[config.mk]
export PLATFORM = sky130hd
export DESIGN_NAME = snake_game_ctrl
export DESIGN_NICKNAME = d
export VERILOG_FILES = /design/src/rtl/snake_game_ctrl.sv
export SDC_FILE = /design/constraint.sdc
export NUM_CORES = 1
export LEC_CHECK = 0
export BUFFER_PORTS_ARGS = -buffer_cell sky130_fd_sc_hd__buf_2
export CORE_ASPECT_RATIO = 1.5
export CORE_MARGIN = 3
export CORE_UTILIZATION = 36
export DETAILED_ROUTE_END_ITERATION = 12
export GPL_ROUTABILITY_DRIVEN = 1
export GPL_TIMING_DRIVEN = 0
export PLACE_DENSITY_LB_ADDON = 0.3
export REMOVE_ABC_BUFFERS = 1
export SLEW_MARGIN = 20
export SYNTH_ARGS = -nofsm -noshare
export SYNTH_HDL_FRONTEND = slang
export SYNTH_SLANG_ARGS = --single-unit
[constraint.sdc]
create_clock -name clk -period 4 [get_ports clk]
set_input_delay 0.4 -clock clk [delete_from_list [all_inputs] [get_ports clk]]
set_output_delay 0.4 -clock clk [all_outputs]
set_load 0.02 [all_outputs]
[src/rtl/snake_game_ctrl.sv]
// Game sequencer for the snake datapath: game FSM, move tick and direction commit,
// LFSR food placement verified against the segment scan, eat detection, speed and score.
module snake_game_ctrl #(
  parameter int unsigned SCAN_LEN    = 220,
  parameter logic [23:0] TICK_CYCLES = 24'd2000000,
  parameter logic [23:0] TICK_MIN    = 24'd500000,
  parameter logic [23:0] TICK_STEP   = 24'd50000,
  parameter logic [15:0] LFSR_SEED   = 16'hACE1
) (
  input  logic       clk,
  input  logic       rst,
  input  logic       i_start,
  input  logic [3:0] i_btn,
  output logic [1:0] o_state,
  output logic       o_snake_rst_n,
  output logic       o_tick,
  output logic [1:0] o_dir,
  output logic       o_eat,
  input  logic [4:0] i_pos_x,
  input  logic [3:0] i_pos_y,
  input  logic       i_pos_first,
  input  logic       i_pos_last,
  input  logic       i_pos_valid,
  input  logic       i_failure,
  input  logic       i_success,
  output logic [4:0] o_food_x,
  output logic [3:0] o_food_y,
  output logic       o_food_valid,
  output logic [7:0] o_score
);

  typedef enum logic [1:0] {
    ST_IDLE = 2'b00,
    ST_PLAY = 2'b01,
    ST_OVER = 2'b10,
    ST_WIN  = 2'b11
  } state_e;

  typedef enum logic [2:0] {
    F_OFF,
    F_FIND,
    F_WAIT,
    F_SCAN,
    F_VALID
  } food_e;

  localparam int unsigned   HW         = (SCAN_LEN > 1) ? $clog2(SCAN_LEN) : 1;
  localparam logic [HW-1:0] HOLD_MAX   = HW'(SCAN_LEN - 1);
  localparam logic [23:0]   STEP_LIMIT = TICK_MIN + TICK_STEP;

  state_e      state_q, state_d;
  food_e       food_q, food_d;
  logic [HW-1:0] hold_q, hold_d;
  logic [23:0] timer_q, timer_d;
  logic [23:0] period_q, period_d;
  logic        tick_q, tick_d;
  logic [1:0]  dir_q, dir_d;
  logic [1:0]  pend_q, pend_d;
  logic        eat_q, eat_d;
  logic [4:0]  food_x_q, food_x_d;
  logic [3:0]  food_y_q, food_y_d;
  logic        food_valid_q, food_valid_d;
  logic [7:0]  score_q, score_d;
  logic [15:0] lfsr_q, lfsr_d;
  logic        snake_rst_n_q, snake_rst_n_d;

  logic [4:0]  cand_x;
  logic [3:0]  cand_y;
  logic        cand_ok;
  logic        btn_one;
  logic [1:0]  cand_dir;
  logic        dir_ok;
  logic        head_seen;
  logic        seg_hit;

  always_comb begin
    cand_x    = lfsr_q[4:0];
    cand_y    = lfsr_q[8:5];
    cand_ok   = (cand_x != 5'd0) && (cand_x <= 5'd20) && (cand_y != 4'd0);
    btn_one   = (i_btn != 4'd0) && ((i_btn & (i_btn - 4'd1)) == 4'd0);
    // Direction code equals the bit index of the single pressed button.
    case (i_btn)
      4'b0010: cand_dir = 2'b01;
      4'b0100: cand_dir = 2'b10;
      4'b1000: cand_dir = 2'b11;
      default: cand_dir = 2'b00;
    endcase
    dir_ok    = btn_one && !((cand_dir[1] == dir_q[1]) && (cand_dir[0] != dir_q[0]));
    head_seen = i_pos_valid && i_pos_first;
    seg_hit   = i_pos_valid && (i_pos_x == food_x_q) && (i_pos_y == food_y_q);
  end

  always_comb begin
    state_d  = state_q;
    food_d   = food_q;
    hold_d   = hold_q;
    timer_d  = timer_q;
    period_d = period_q;
    tick_d   = tick_q;
    dir_d    = dir_q;
    pend_d   = pend_q;
    eat_d    = 1'b0;
    food_x_d = food_x_q;
    food_y_d = food_y_q;
    score_d  = score_q;
    lfsr_d   = {lfsr_q[14:0], lfsr_q[15] ^ lfsr_q[13] ^ lfsr_q[12] ^ lfsr_q[10]};

    unique case (state_q)
      ST_IDLE: begin
        if (hold_q != HOLD_MAX) begin
          hold_d = hold_q + HW'(1);
        end else if (i_start) begin
          state_d  = ST_PLAY;
          food_d   = F_FIND;
          score_d  = '0;
          period_d = TICK_CYCLES;
          dir_d    = 2'b00;
          pend_d   = 2'b00;
          timer_d  = '0;
          tick_d   = 1'b0;
        end
      end

      ST_PLAY: begin
        if (i_failure) begin
          state_d = ST_OVER;
          tick_d  = 1'b0;
        end else if (i_success) begin
          state_d = ST_WIN;
          tick_d  = 1'b0;
        end else begin
          if (dir_ok) pend_d = cand_dir;
          if (tick_q && head_seen) tick_d = 1'b0;
          // A wrap while the previous request is still pending keeps o_tick high but is not a new move.
          if (timer_q >= period_q - 24'd1) begin
            timer_d = '0;
            tick_d  = 1'b1;
            if (!tick_q) dir_d = pend_q;
          end else begin
            timer_d = timer_q + 24'd1;
          end

          case (food_q)
            F_FIND: begin
              if (cand_ok) begin
                food_x_d = cand_x;
                food_y_d = cand_y;
                food_d   = F_WAIT;
              end
            end
            F_WAIT: begin
              if (head_seen) begin
                if (seg_hit)         food_d = F_FIND;
                else if (i_pos_last) food_d = F_VALID;
                else                 food_d = F_SCAN;
              end
            end
            F_SCAN: begin
              if (i_pos_valid) begin
                if (seg_hit)         food_d = F_FIND;
                else if (i_pos_last) food_d = F_VALID;
              end
            end
            F_VALID: begin
              if (head_seen && seg_hit) begin
                eat_d    = 1'b1;
                food_d   = F_FIND;
                score_d  = (score_q == 8'hFF) ? score_q : score_q + 8'd1;
                period_d = (period_q >= STEP_LIMIT) ? period_q - TICK_STEP : TICK_MIN;
              end
            end
            default: food_d = food_q;
          endcase
        end
      end

      ST_OVER, ST_WIN: begin
        tick_d = 1'b0;
        if (i_start) begin
          state_d = ST_IDLE;
          hold_d  = '0;
          food_d  = F_OFF;
        end
      end

      default: state_d = ST_IDLE;
    endcase

    food_valid_d  = (food_d == F_VALID);
    snake_rst_n_d = (state_d != ST_IDLE);
  end

  always_ff @(posedge clk) begin
    if (rst) begin
      state_q       <= ST_IDLE;
      food_q        <= F_OFF;
      hold_q        <= '0;
      timer_q       <= '0;
      period_q      <= TICK_CYCLES;
      tick_q        <= 1'b0;
      dir_q         <= 2'b00;
      pend_q        <= 2'b00;
      eat_q         <= 1'b0;
      food_x_q      <= '0;
      food_y_q      <= '0;
      food_valid_q  <= 1'b0;
      score_q       <= '0;
      lfsr_q        <= LFSR_SEED;
      snake_rst_n_q <= 1'b0;
    end else begin
      state_q       <= state_d;
      food_q        <= food_d;
      hold_q        <= hold_d;
      timer_q       <= timer_d;
      period_q      <= period_d;
      tick_q        <= tick_d;
      dir_q         <= dir_d;
      pend_q        <= pend_d;
      eat_q         <= eat_d;
      food_x_q      <= food_x_d;
      food_y_q      <= food_y_d;
      food_valid_q  <= food_valid_d;
      score_q       <= score_d;
      lfsr_q        <= lfsr_d;
      snake_rst_n_q <= snake_rst_n_d;
    end
  end

  assign o_state       = state_q;
  assign o_snake_rst_n = snake_rst_n_q;
  assign o_tick        = tick_q;
  assign o_dir         = dir_q;
  assign o_eat         = eat_q;
  assign o_food_x      = food_x_q;
  assign o_food_y      = food_y_q;
  assign o_food_valid  = food_valid_q;
  assign o_score       = score_q;

endmodule

==> key figures <==
Layout
  • Layout cells sized above 1: 13.3%
  • Post-layout util: about two fifths
  • Nets: 725
  • Synth-to-Final Area Change: 12.1%
  • Antenna Cells: 0

Drt
  • Avg Vias per Cell: ~5.3
  • Antenna Nets Post-Route: 0
  • Routed via count: 4694
  • First drt pass iteration count: 5
  • Wire per inst: approximately 15 microns
  • Drt total wl: around 13000 microns
  • DRT iter0 DRCs: between 200 and 250
  • DRC: 0

Logic synthesis
  • Top cells by area, synth: dfxtp_1, xor2_1, ha_1
  • Most frequent cell after synthesis: dfxtp_1
  • Post-Syn Instances: 648
  • Ys flop type: dfxtp_1
  • Post-synthesis sequential area ratio: 36.0%
  • Yosys warning total: 0
  • Yosys top cell by area: dfxtp_1
  • Asr flop ratio synth: 0%
  • Synthesized area: 5450 sq um
  • Post-synth top cells: dfxtp_1, nor2_1, nand2_1
  • Number of synthesized flops with an enable pin: 0
  • Synth Register Bits: 98
  • Syn_area_per_cell: 8.41 sq um
  • Post-synth cell types: 64
  • Yosys top cell area share: between 30 and 40%

Outcome
  • Status: completed

Setup path
  • Cell Chain, Critical Path: or4_1 > nor3_2 > nand2_1 > xor2_1 > ha_1 > and2_0 > a221o_1 > a221oi_2 > o211ai_1 > buf_4 > o32a_4 > a21oi_1
  • Critical Path Max Stage Delay: 0.61 ns
  • Slowest CP cell: or4_1
  • Crit path kind: flop to flop
  • CP max FO: 24
  • CP top delay family: compound AO/OA/AOI/OAI gates
  • Critical path buffers and inverters: 1
  • Crit. End Element: flop
  • Arrival time worst endpoint: 3.86 ns
  • Required time of the critical path: 4.28 ns
  • Crit path launch type: flop

Power and ir drop
  • Max VDD drop: 216 uV
  • P_leak: 2.45 nW
  • Cell Pwr Density: about 320 nW/um^2

Global route
  • Gr ovfl total: 0
  • First-pass GRT wire length: 22400 microns
  • Number of global-route vias before repair: 4669
  • Total GRT Usage: 16.4%
  • Pin count of the biggest net entering global routing: between 40 and 50
  • Initial antenna violation count: 0

Timing
  • Final Hold Viols: 0
  • Worst Slack Setup Final: approximately 0.41 ns
  • Final period utilization: 89.6%
  • Worst-Margin Slew: 1.07 ns
  • # setup viols final: 0
  • Unrepaired setup endpoints after global routing: no
  • Max Freq: 279 MHz
  • Setup tns final: 0 ns
  • Rel. slew slack: 28.3%
  • Clk_skew: 0.00672 ns
  • Final min period: 3.59 ns
  • Fin. max-slew vios: 0

Floorplan
  • Io pins: 46
  • Die Width: 106 microns
  • Die area: 16700 sq um
  • Core box area: 14700 sq um
  • Site Rows: 54
  • Die Height: 157 microns
  • Initial core utilization: 37.2%

Clocking
  • CTS sink cnt: 98
  • Clock buffer depth: 2
  • CTS tree: yes
  • CTS Buf Count: 9
  • Root buf cell: clkbuf_16
  • Clock-pin slew on the worst setup and hold paths: 0.08 ns
  • CTS hold repair buffers: 0
  • Worst-Skew Late Latency: around 0.35 ns
  • H-Tree Depth: 3

Placed design
  • Port Buffers: 45
  • Place WS: -0.298 ns
  • GPL Wtd Cong: 0.848
  • Post-DP HPWL: 9880 microns

Job
  • MaxCap Viol Count: 0

Min path
  • Worst Hold Class: flop to flop
-- routing by layer --
metal | share of wire (%) | global-route usage, %
met1 | 41 | 18.4
met2 | 53 | 29.9
met3 | 3.6 | 2.81
met4 | 2.4 | 7.68
met5 | 0 | 0
-- state kept, by name, summed over array words and instances (netlist names) --
name           flops
o_state            2
o_food_y           4
hold_q             8
o_food_valid       1
o_food_x           5
period_q          20
o_snake_rst_n      1
o_tick             1
o_score            8
lfsr_q            16
pend_q             2
o_eat              1
o_dir              2
timer_q           24
food_q             3
-- worst register-to-register path: cells and delay by family, from the launching register on --
| family | cells | cell delay (ns) |
|---|---|---|
| xor+xnor | 1 | 0.19 |
| compound gates | 5 | 1.27 |
| buf+inv | 1 | 0.17 |
| flops | 1 | 0.40 |
| fa+ha+maj | 1 | 0.31 |
| simple gates | 4 | 1.18 |
-- report_power, final --
part	switching, mW	internal, mW	total (mW)
clock	0.438	0.449	0.887
combinational	0.0395	0.0310	0.0705
sequential	0.0120	0.989	1.00
-- cell type report --
class,count,area (sq um)
Clock buffer,9,225
Clock inverter,7,81.3
Fill cell,1551,8550
Inverter,8,30.0
Multi-Input combinational cell,512,3320
Sequential cell,98,1960
Tap cell,196,245
Timing Repair Buffer,48,248
-- what timing repair did --
item | in CTS | in global routing
setup buffers | 0 | 3
endpoints found under the setup margin | 24 | 24
pin swaps | 0 | 1
resized for setup | 1 | 2
-- logic make-up (layout without fill, tap and decap cells) --
kind of cell               count (synthesis)  after routing  synth area share [%]
buffers and inverters                     38             72                  3.44
AOI/OAI and AO/OA                        123            123                  14.8
adders and majority gates                 27             27                  6.20
muxes                                     14             14                  2.59
and+or+nand+nor                          284            284                  26.7
xor gates and xnor gates                  64             64                  10.3
DFF                                       98             98                  36.0
-- metrics by stage --
step	cells	hold slack [ns]	power [mW]	instance area [sq um]
after floorplan	618	0.389	1.06	5290
after global placement	859	0.393	1.09	5760
after detailed placement	859	0.398	1.09	5760
after CTS	875	0.421	1.98	6070
after global routing	878	0.438	2.03	6110
final	878	0.416	1.96	6110
-- path summary, 6_finish.rpt --
path	end	startpoint	slack, ns	cells past startpoint
worst max-delay path	timer_q[1]	period_q[4]	0.41	12
worst min-delay path	lfsr_q[15]	lfsr_q[14]	0.42	1
worst max register to register	timer_q[1]	period_q[4]	0.41	12
worst min register to register	lfsr_q[15]	lfsr_q[14]	0.42	1
-- placed cells by master, fill, tap and decap left out, types with 6 or more instances in the layout --
cell type	instances
a21oi_1	33
and3_1	6
buf_2	45
clkbuf_16	9
dfxtp_1	98
ha_1	27
inv_1	8
mux2i_1	13
nand2_1	57
nand3_1	28
nand4_1	19
nor2_1	90
nor2b_1	12
nor3_1	13
nor4_1	6
o211ai_1	11
o21ai_0	36
or2_2	8
or3_1	7
xnor2_1	18
xor2_1	46
Power figures use the tool's default switching activity.
